### src/rtl/round_seq_pkg.sv
// Shared types and widths for the game-round sequencer.
package round_seq_pkg;

  typedef enum logic [2:0] {
    ST_IDLE   = 3'd0,
    ST_AIM    = 3'd1,
    ST_REMOTE = 3'd2,
    ST_FLIGHT = 3'd3,
    ST_SCORE  = 3'd4,
    ST_SWITCH = 3'd5,
    ST_OVER   = 3'd6
  } state_t;

  localparam int HP_W  = 2;
  localparam int PWR_W = 5;
  localparam logic [PWR_W-1:0] POWER_MAX = 5'd31;

endpackage

### src/rtl/round_sequencer_power_charger.sv
// Mouse-driven launch power: 2-FF sync of the button, arm flag, prescaled
// saturating power count, and a release strobe that requests a launch.
module power_charger
  import round_seq_pkg::*;
#(
  parameter int CHARGE_DIV = 1_000_000
) (
  input  logic             i_clk,
  input  logic             i_rst_n,
  input  logic             i_en,
  input  logic             i_clear,
  input  logic             i_load,
  input  logic [PWR_W-1:0] i_load_val,
  input  logic             i_left,
  output logic [PWR_W-1:0] o_power,
  output logic             o_release
);

  localparam int PW = $clog2(CHARGE_DIV + 1);
  localparam logic [PW-1:0] PRESC_LAST = PW'(CHARGE_DIV - 1);

  logic             r_sync1;
  logic             r_sync2;
  logic             r_left_d;
  logic             r_arm;
  logic [PW-1:0]    r_presc;
  logic [PWR_W-1:0] r_power;
  logic             w_fall;
  logic             w_charging;
  logic             w_tick;

  assign w_fall     = r_left_d & ~r_sync2;
  assign w_charging = i_en & r_arm & r_sync2;
  assign w_tick     = w_charging && (r_presc == PRESC_LAST);
  // A release with nothing charged keeps the turn open instead of launching.
  assign o_release  = i_en & r_arm & w_fall & (r_power != '0);
  assign o_power    = r_power;

  always_ff @(posedge i_clk or negedge i_rst_n) begin
    if (!i_rst_n) begin
      r_sync1  <= 1'b0;
      r_sync2  <= 1'b0;
      r_left_d <= 1'b0;
      r_arm    <= 1'b0;
      r_presc  <= '0;
      r_power  <= '0;
    end else begin
      r_sync1  <= i_left;
      r_sync2  <= r_sync1;
      r_left_d <= r_sync2;

      // Arming requires seeing the button up, so a hold carried over from
      // the previous turn cannot start charging.
      if (!i_en)
        r_arm <= 1'b0;
      else if (!r_sync2)
        r_arm <= 1'b1;

      if (!w_charging || w_tick)
        r_presc <= '0;
      else
        r_presc <= r_presc + 1'b1;

      if (i_clear)
        r_power <= '0;
      else if (i_load)
        r_power <= i_load_val;
      else if (w_tick && (r_power != POWER_MAX))
        r_power <= r_power + 1'b1;
    end
  end

endmodule

### src/rtl/round_sequencer.sv
// Turn controller for the two-board throwing game: ready wait, aim/charge,
// remote launch, flight, scoring, hand-over and game-over detection.
// Optional flight timeout: define ROUND_SEQ_TIMEOUT_EN.
//
// state  | meaning
// IDLE   | waiting for both players ready
// AIM    | local turn, charging power from the mouse
// REMOTE | opponent's turn, waiting for their launch
// FLIGHT | projectile in the air
// SCORE  | apply hit to the opponent's lives
// SWITCH | hand the turn to the other player
// OVER   | game finished, held until reset
module round_sequencer
  import round_seq_pkg::*;
#(
  parameter int CHARGE_DIV     = 1_000_000,
  parameter int FLIGHT_TIMEOUT = 180_000_000,
  parameter int HP_INIT        = 3
) (
  input  logic             clk60MHz,
  input  logic             rst,
  input  logic             both_ready,
  input  logic             local_player,
  input  logic             left,
  input  logic             remote_throw,
  input  logic [PWR_W-1:0] remote_power,
  input  logic             end_throw,
  input  logic             hit,
  output logic [PWR_W-1:0] power,
  output logic             throw_start,
  output logic             active_player,
  output logic [2:0]       turn,
  output logic [HP_W-1:0]  hp0,
  output logic [HP_W-1:0]  hp1,
  output logic             game_over,
  output logic             winner,
  output logic [2:0]       state
);

  state_t          r_state;
  logic            r_throw_start;
  logic            r_active;
  logic [2:0]      r_turn;
  logic [HP_W-1:0] r_hp0;
  logic [HP_W-1:0] r_hp1;
  logic            r_game_over;
  logic            r_winner;
  logic            r_hit_flag;
  logic            w_release;
  logic            w_timeout;
  logic [HP_W-1:0] w_opp_hp;
  logic [HP_W-1:0] w_opp_hp_nxt;

  power_charger #(
    .CHARGE_DIV (CHARGE_DIV)
  ) u_charger (
    .i_clk      (clk60MHz),
    .i_rst_n    (rst),
    .i_en       (r_state == ST_AIM),
    .i_clear    (r_state == ST_SWITCH),
    .i_load     ((r_state == ST_REMOTE) && remote_throw),
    .i_load_val (remote_power),
    .i_left     (left),
    .o_power    (power),
    .o_release  (w_release)
  );

`ifdef ROUND_SEQ_TIMEOUT_EN
  localparam int FCW = $clog2(FLIGHT_TIMEOUT + 1);
  logic [FCW-1:0] r_flight_cnt;

  always_ff @(posedge clk60MHz or negedge rst) begin
    if (!rst)
      r_flight_cnt <= '0;
    else if (r_state != ST_FLIGHT)
      r_flight_cnt <= '0;
    else
      r_flight_cnt <= r_flight_cnt + 1'b1;
  end

  assign w_timeout = (r_state == ST_FLIGHT) && (r_flight_cnt == FCW'(FLIGHT_TIMEOUT - 1));
`else
  logic w_unused_timeout_cfg;
  assign w_unused_timeout_cfg = ^FLIGHT_TIMEOUT;
  assign w_timeout = 1'b0;
`endif

  // The opponent of the active player is the one who loses a life.
  assign w_opp_hp     = r_active ? r_hp0 : r_hp1;
  assign w_opp_hp_nxt = (r_hit_flag && (w_opp_hp != '0)) ? w_opp_hp - 1'b1 : w_opp_hp;

  always_ff @(posedge clk60MHz or negedge rst) begin
    if (!rst) begin
      r_state       <= ST_IDLE;
      r_throw_start <= 1'b0;
      r_active      <= 1'b0;
      r_turn        <= '0;
      r_hp0         <= HP_W'(HP_INIT);
      r_hp1         <= HP_W'(HP_INIT);
      r_game_over   <= 1'b0;
      r_winner      <= 1'b0;
      r_hit_flag    <= 1'b0;
    end else begin
      r_throw_start <= 1'b0;
      case (r_state)
        ST_IDLE:
          if (both_ready)
            r_state <= (r_active == local_player) ? ST_AIM : ST_REMOTE;
        ST_AIM:
          if (w_release) begin
            r_throw_start <= 1'b1;
            r_state       <= ST_FLIGHT;
          end
        ST_REMOTE:
          if (remote_throw)
            r_state <= ST_FLIGHT;
        ST_FLIGHT:
          if (end_throw) begin
            r_hit_flag <= hit;
            r_state    <= ST_SCORE;
          end else if (w_timeout) begin
            r_hit_flag <= 1'b0;
            r_state    <= ST_SCORE;
          end
        ST_SCORE: begin
          if (r_active)
            r_hp0 <= w_opp_hp_nxt;
          else
            r_hp1 <= w_opp_hp_nxt;
          if (w_opp_hp_nxt == '0) begin
            r_game_over <= 1'b1;
            r_winner    <= r_active;
            r_state     <= ST_OVER;
          end else begin
            r_state <= ST_SWITCH;
          end
        end
        ST_SWITCH: begin
          r_active <= ~r_active;
          r_turn   <= r_turn + 3'd1;
          r_state  <= (~r_active == local_player) ? ST_AIM : ST_REMOTE;
        end
        ST_OVER: ;
        default: r_state <= ST_IDLE;
      endcase
    end
  end

  assign throw_start   = r_throw_start;
  assign active_player = r_active;
  assign turn          = r_turn;
  assign hp0           = r_hp0;
  assign hp1           = r_hp1;
  assign game_over     = r_game_over;
  assign winner        = r_winner;
  assign state         = r_state;

endmodule

### config.mk
export PLATFORM = sky130hd
export DESIGN_NAME = round_sequencer
export DESIGN_NICKNAME = d
export VERILOG_FILES = /design/src/rtl/round_seq_pkg.sv /design/src/rtl/round_sequencer_power_charger.sv /design/src/rtl/round_sequencer.sv
export SDC_FILE = /design/constraint.sdc
export NUM_CORES = 1
export LEC_CHECK = 0
export ABC_CLOCK_PERIOD_IN_PS = 3550
export BUFFER_PORTS_ARGS = -buffer_cell sky130_fd_sc_hd__buf_4
export CORE_ASPECT_RATIO = 2
export CORE_MARGIN = 2
export CORE_UTILIZATION = 55
export CTS_BUF_LIST = sky130_fd_sc_hd__clkbuf_4 sky130_fd_sc_hd__clkbuf_8
export DETAILED_ROUTE_END_ITERATION = 12
export HOLD_SLACK_MARGIN = 0.08
export PLACE_DENSITY_LB_ADDON = 0.25
export SLEW_MARGIN = 5
export SYNTH_ARGS = -nofsm -noshare
export SYNTH_HDL_FRONTEND = slang
export SYNTH_SLANG_ARGS = --single-unit
### constraint.sdc
create_clock -name clk60MHz -period 3.55 [get_ports clk60MHz]
set_input_delay 0.71 -clock clk60MHz [delete_from_list [all_inputs] [get_ports clk60MHz]]
set_output_delay 0.71 -clock clk60MHz [all_outputs]
set_load 0.01 [all_outputs]
Yosys cells after proc, flatten, opt, wreduce, memory -nomap -nowiden. Cells that the tools add are included. Widths: inputs -> output; s select.

Register bits after elaboration: 44. Input port bits: 13. Output and inout port bits: 19.

Add/sub/neg operators: 4. Equality and inequality tests: 15. Multiplexer cells: 18. Bitwise logic cells: 8. Reductions and logical operators: 16.

Operators by type and width (number): $pmux 3 s7 (1); $add 20x1->20 const B (1); $eq 20x20->1 const B (1); $mux 20 (1); $mux 5 (3); $mux 3 (4); $mux 2 (5); $ne 2x2->1 const B (5); $eq 3x3->1 const B (3); $reduce_and 2->1 (4); $eq 3x2->1 const B (2); $add 5x1->5 const B (1); $and 1x1->1 (5); $ne 5x5->1 const B (1); $reduce_and 5->1 (1); $reduce_bool 5->1 (1); $logic_and 1x1->1 (4); $mux 1 (4); $add 3x1->3 const B (1); $eq 3x1->1 const B (1); $logic_not 3->1 (1); $not 1->1 (3); $reduce_bool 3->1 (1); $eq 1x1->1 (2); 5 further kinds (5).

Depth between registers and ports, before layout.
Depth after elaboration: 8. Gate-level depth with buffers: 8. Depth with buffers taken out: 8.

Modules after synthesis. Synthesis repeated with hierarchy kept, for this count alone.

Cell total of the unflattened synthesis: 232. Area, all modules: 2321.0 µm².

By module, submodules not included: power_charger (instances 1, cells an instance 160, area an instance 1525.2 µm²); round_sequencer (instances 1, cells an instance 72, area an instance 795.8 µm²).

Worst setup path after synthesis. OpenSTA, ideal clock, no wires.

Kind: flip-flop to flip-flop. Start: register r_active, in the netlist active_player. End: register r_winner, in the netlist winner. Setup time: 125 ps. Data arrival time: 1852 ps. Required time: 3425 ps. Slack: 1573 ps. Cell stages (with the launch flop): 9. Path buffers: 1. Cell sequence: dfrtp_1 > clkbuf_1 > mux2i_1 > ha_1 > nor2b_1 > nand2_1 > o22ai_1 > nand2_1 > mux2_2.

Cells in the longest elaborated chain, start to end: 6.

RTL lines: start: declaration (RTL line round_sequencer.sv:42) `logic r_active;`; start signal: assignment (RTL line round_sequencer.sv:139) `r_active <= ~r_active;`; parallel branches: the longest is 6 deep, another holds $sub 2x1->2; end signal: assignment (RTL line round_sequencer.sv:132) `r_winner <= r_active;`; end: declaration (RTL line round_sequencer.sv:47) `logic r_winner;`.

Several ways; the timed one is not identified. A chain may end at the register's enable or synchronous reset.

Worst setup path in the final report.
Start: register u_charger.r_presc[0]. End: register u_charger.r_presc[8].

Cells in the longest elaborated chain, start to end: 4.

RTL lines: start: declaration (RTL line round_sequencer_power_charger.sv:26) `logic [PW-1:0] r_presc;`; start signal: assignment (RTL line round_sequencer_power_charger.sv:62) `r_presc <= r_presc + 1'b1;`; parallel branches: the longest is 3 deep, another holds $add 20x1->20; $mux 20 (*) (RTL line round_sequencer_power_charger.sv:59) `if (!w_charging || w_tick)`.

Every way passes the cells marked *.

==> flow_metrics.tcl <==
set metrics [dict create \
    status "complete, no violations" \
    synth-xor-area-share_pct 9.29 \
    maxSlewViolCount 0 \
    drt_iter0_markers 20 \
    yosysWarnings 0 \
    fp.coreArea_um2 4010 \
    clk_pin_slew_ps 80 \
    grt_pass1_vias 1637 \
    gp_congestion 0.788 \
    r2r_start "u_charger.r_presc[0]" \
    antenna_found_initial 0 \
    critPathMaxFanout 20 \
    final_cell_mix "dfrtp_1 (40), buf_4 (31), nor2_1 (28), nand2_1 (17), xor2_1 (15)" \
    switching_power_uw 530 \
    hold_path_depth 0 \
    pwr-share-comb_pct 32.7 \
    reg2reg_depth 6 \
    place_ws_ps 1370 \
    die_h_um 94.7 \
    swShare_pct 34.3 \
    dp_hpwl_mm 3.01 \
    rsz0062_at_grt "no" \
    routed_wl_mm 4.13 \
    r2r-end "u_charger.r_presc[8]" \
    antenna_left 0 \
    power.share.sequential_pct 46.0 \
    setup_violations 0 \
    intPower_mw 1.02 \
    setup_tns_ps 0 \
    max_slew_margin_pct 43.9 \
    ys_ff_latch 44 \
    vdd_drop_max_v 0.000529 \
    die-area_um2 4680 \
    grt_pass1_wl_mm 7.23 \
    post_route_cells_drive_above_1_share_pct 20.7 \
    area_growth_pct 16.0 \
    path_class "reg2reg" \
    hold_end "u_charger.r_sync2" \
    hp-start "u_charger.r_sync1" \
    period_share_pct 60.8 \
    synth_edf_count 0 \
    synth_nets 244 \
    cap_violations 0 \
    vias_per_cell 5.54 \
    wl_per_cell_um 13.4 \
    synth_top_family_by_area "simple AND/OR/NAND/NOR gates" \
    cts.sinks 44 \
    num_rows 33 \
    cts.root.buffer_cell "clkbuf_8" \
    diodes 0 \
    fin_worst_skew_ps 6.52 \
    nets 274 \
    final_common_cell "dfrtp_1" \
    grt-ovfl-total 0 \
    firstDrtPassIters 4 \
    synthArstFlopShare_pct 100 \
    synthSimpleGateAreaFrac_pct 24.2 \
    clockBufferDepth 2 \
    clkLatencyLatePin_ps 300 \
    post_cts_hold_buffer_count 0 \
    cts-buffers-inserted 5 \
    layout_setup_ws_ps 1390 \
    yosysSeqAreaShare_pct 48.9 \
    synth_cell_type_count 46 \
    fmax_mhz 463 \
    end_kind "register" \
    cp-start-kind "register" \
    synth-adder-area-share_pct 3.32 \
    vias 1705 \
    start_util_pct 56.5 \
    worstPathRequired_ps 3700 \
    hold_path.class "reg2reg" \
    postCtsSetupRepairBufs 0 \
    period_needed_ps 2160 \
    die_width_um 49.4 \
    grt_max_degree 45 \
    tritoncts "built" \
    htree_num_levels 2 \
    syn_inst 225 \
    syn_avg_cell_area_um2 10.1 \
    cts.repair.resized 0 \
    hold_violations 0 \
    ios 32 \
    worst_pin_slew_ps 839 \
    synth_compound_area_share_pct 7.96 \
    drc 0 \
    power.leakage_nw 1.16 \
    muxShareOfSynthArea_pct 3.26 \
    gr-usage-all-layers_pct 19.8 \
    io_buffer_count 31 \
    p_clk_share_pct 21.3 \
    ys.flop_type "dfrtp_1" \
    syn_area_um2 2260 \
    ff2ff_setup_slack_ps 1390 \
    worstPathArrival_ps 2310 \
    p_per_area_nw_per_um2 589 \
]
Yosys cell counts (2+ instances only):
cell type | count | area share [%]
o21ai_0 | 8 | 1.8
nor4_2 | 2 | 1.1
a21oi_1 | 6 | 1.3
nor3b_1 | 3 | 0.99
o21ai_1 | 2 | 0.44
ha_1 | 6 | 3.3
and3_1 | 5 | 1.4
dfrtp_1 | 40 | 44
mux2i_1 | 4 | 1.8
nor2b_1 | 4 | 1.1
nor2_1 | 28 | 4.6
nor3_1 | 4 | 0.88
o22ai_1 | 2 | 0.55
nand3_1 | 11 | 2.4
mux2_2 | 3 | 1.5
clkbuf_1 | 6 | 0.99
inv_1 | 10 | 1.7
nand3b_1 | 2 | 0.66
nand2_1 | 17 | 2.8
o31ai_1 | 2 | 0.66
nand4b_1 | 2 | 0.77
nand2b_1 | 5 | 1.4
nand4_1 | 4 | 1.1
dfstp_2 | 4 | 4.6
xor2_1 | 15 | 5.8
xnor2_1 | 9 | 3.5
buf_2 | 2 | 0.44
per-layer routing:
layer	up-vias	GRT usage [%]	part of all wire (%)
li1	839	-	-
met1	828	26.2	45
met2	30	31.4	50
met3	8	3.64	3.6
met4	0	8.81	1.9
met5	-	0	0
logic make-up after synthesis:
group,count (synthesis)
simple gates,98
flops,44
fa+ha+maj,6
mux,7
compound gates,28
xor+xnor,24
buf+inv,18
worst max-delay path, stage by stage, from the launching register on:
cell and delay [ps]:
dfrtp_1 410, ha_1 250, nand4_1 180, nor4_2 390, nand2_1 100, nand4_1 550, nor2_1 130
final cells by class:
cell class / instances / area (um^2)
fill: 342 / 1380
sequential: 44 / 1110
multi-input combinational: 163 / 1090
timing repair buffer: 31 / 233
clock buffer: 7 / 90.1
tap: 52 / 65.1
inverter: 10 / 37.5
clock inverter: 1 / 7.51
through the flow:
step	cell area, um^2	power [mW]	hold slack [ps]	utilization [%]	cells
2_1_floorplan	2260	1.04	331	-	225
3_3_place_gp	2530	1.21	338	63.1	300
3_5_place_dp	2530	1.23	340	63.1	300
4_1_cts	2630	1.56	359	65.6	308
5_1_grt	2630	1.65	384	65.6	308
6_report	2630	1.55	359	65.6	308
sequential cells by signal (all words and copies together), names as in the netlist, 2 cells and up:
name and cells:
u_charger.r_presc 20, u_charger.o_power 5, turn 3, state 3
hp0 2, hp1 2
worst max path at each step:
stage / slack, ps / end / from / depth (start not counted)
3_3_place_gp: 1410 / u_charger.o_power[0] / remote_throw / 6
5_1_grt: 1120 / u_charger.r_presc[5] / u_charger.r_presc[0] / 6
6_report: 1390 / u_charger.r_presc[8] / u_charger.r_presc[0] / 6
2_1_floorplan: 1570 / winner / active_player / 8
3_5_place_dp: 1370 / u_charger.r_presc[2] / u_charger.r_presc[0] / 6
4_1_cts: 1350 / u_charger.r_presc[8] / u_charger.r_presc[0] / 6
power by group through the flow:
stage | Combinational, mW | Sequential (mW) | Clock, mW
2_1_floorplan | 0.343 | 0.693 | 0
3_3_place_gp | 0.500 | 0.714 | 0
3_5_place_dp | 0.509 | 0.720 | 0
4_1_cts | 0.512 | 0.711 | 0.340
5_1_grt | 0.565 | 0.731 | 0.359
6_report | 0.506 | 0.712 | 0.329
Power figures use the tool's default switching activity.
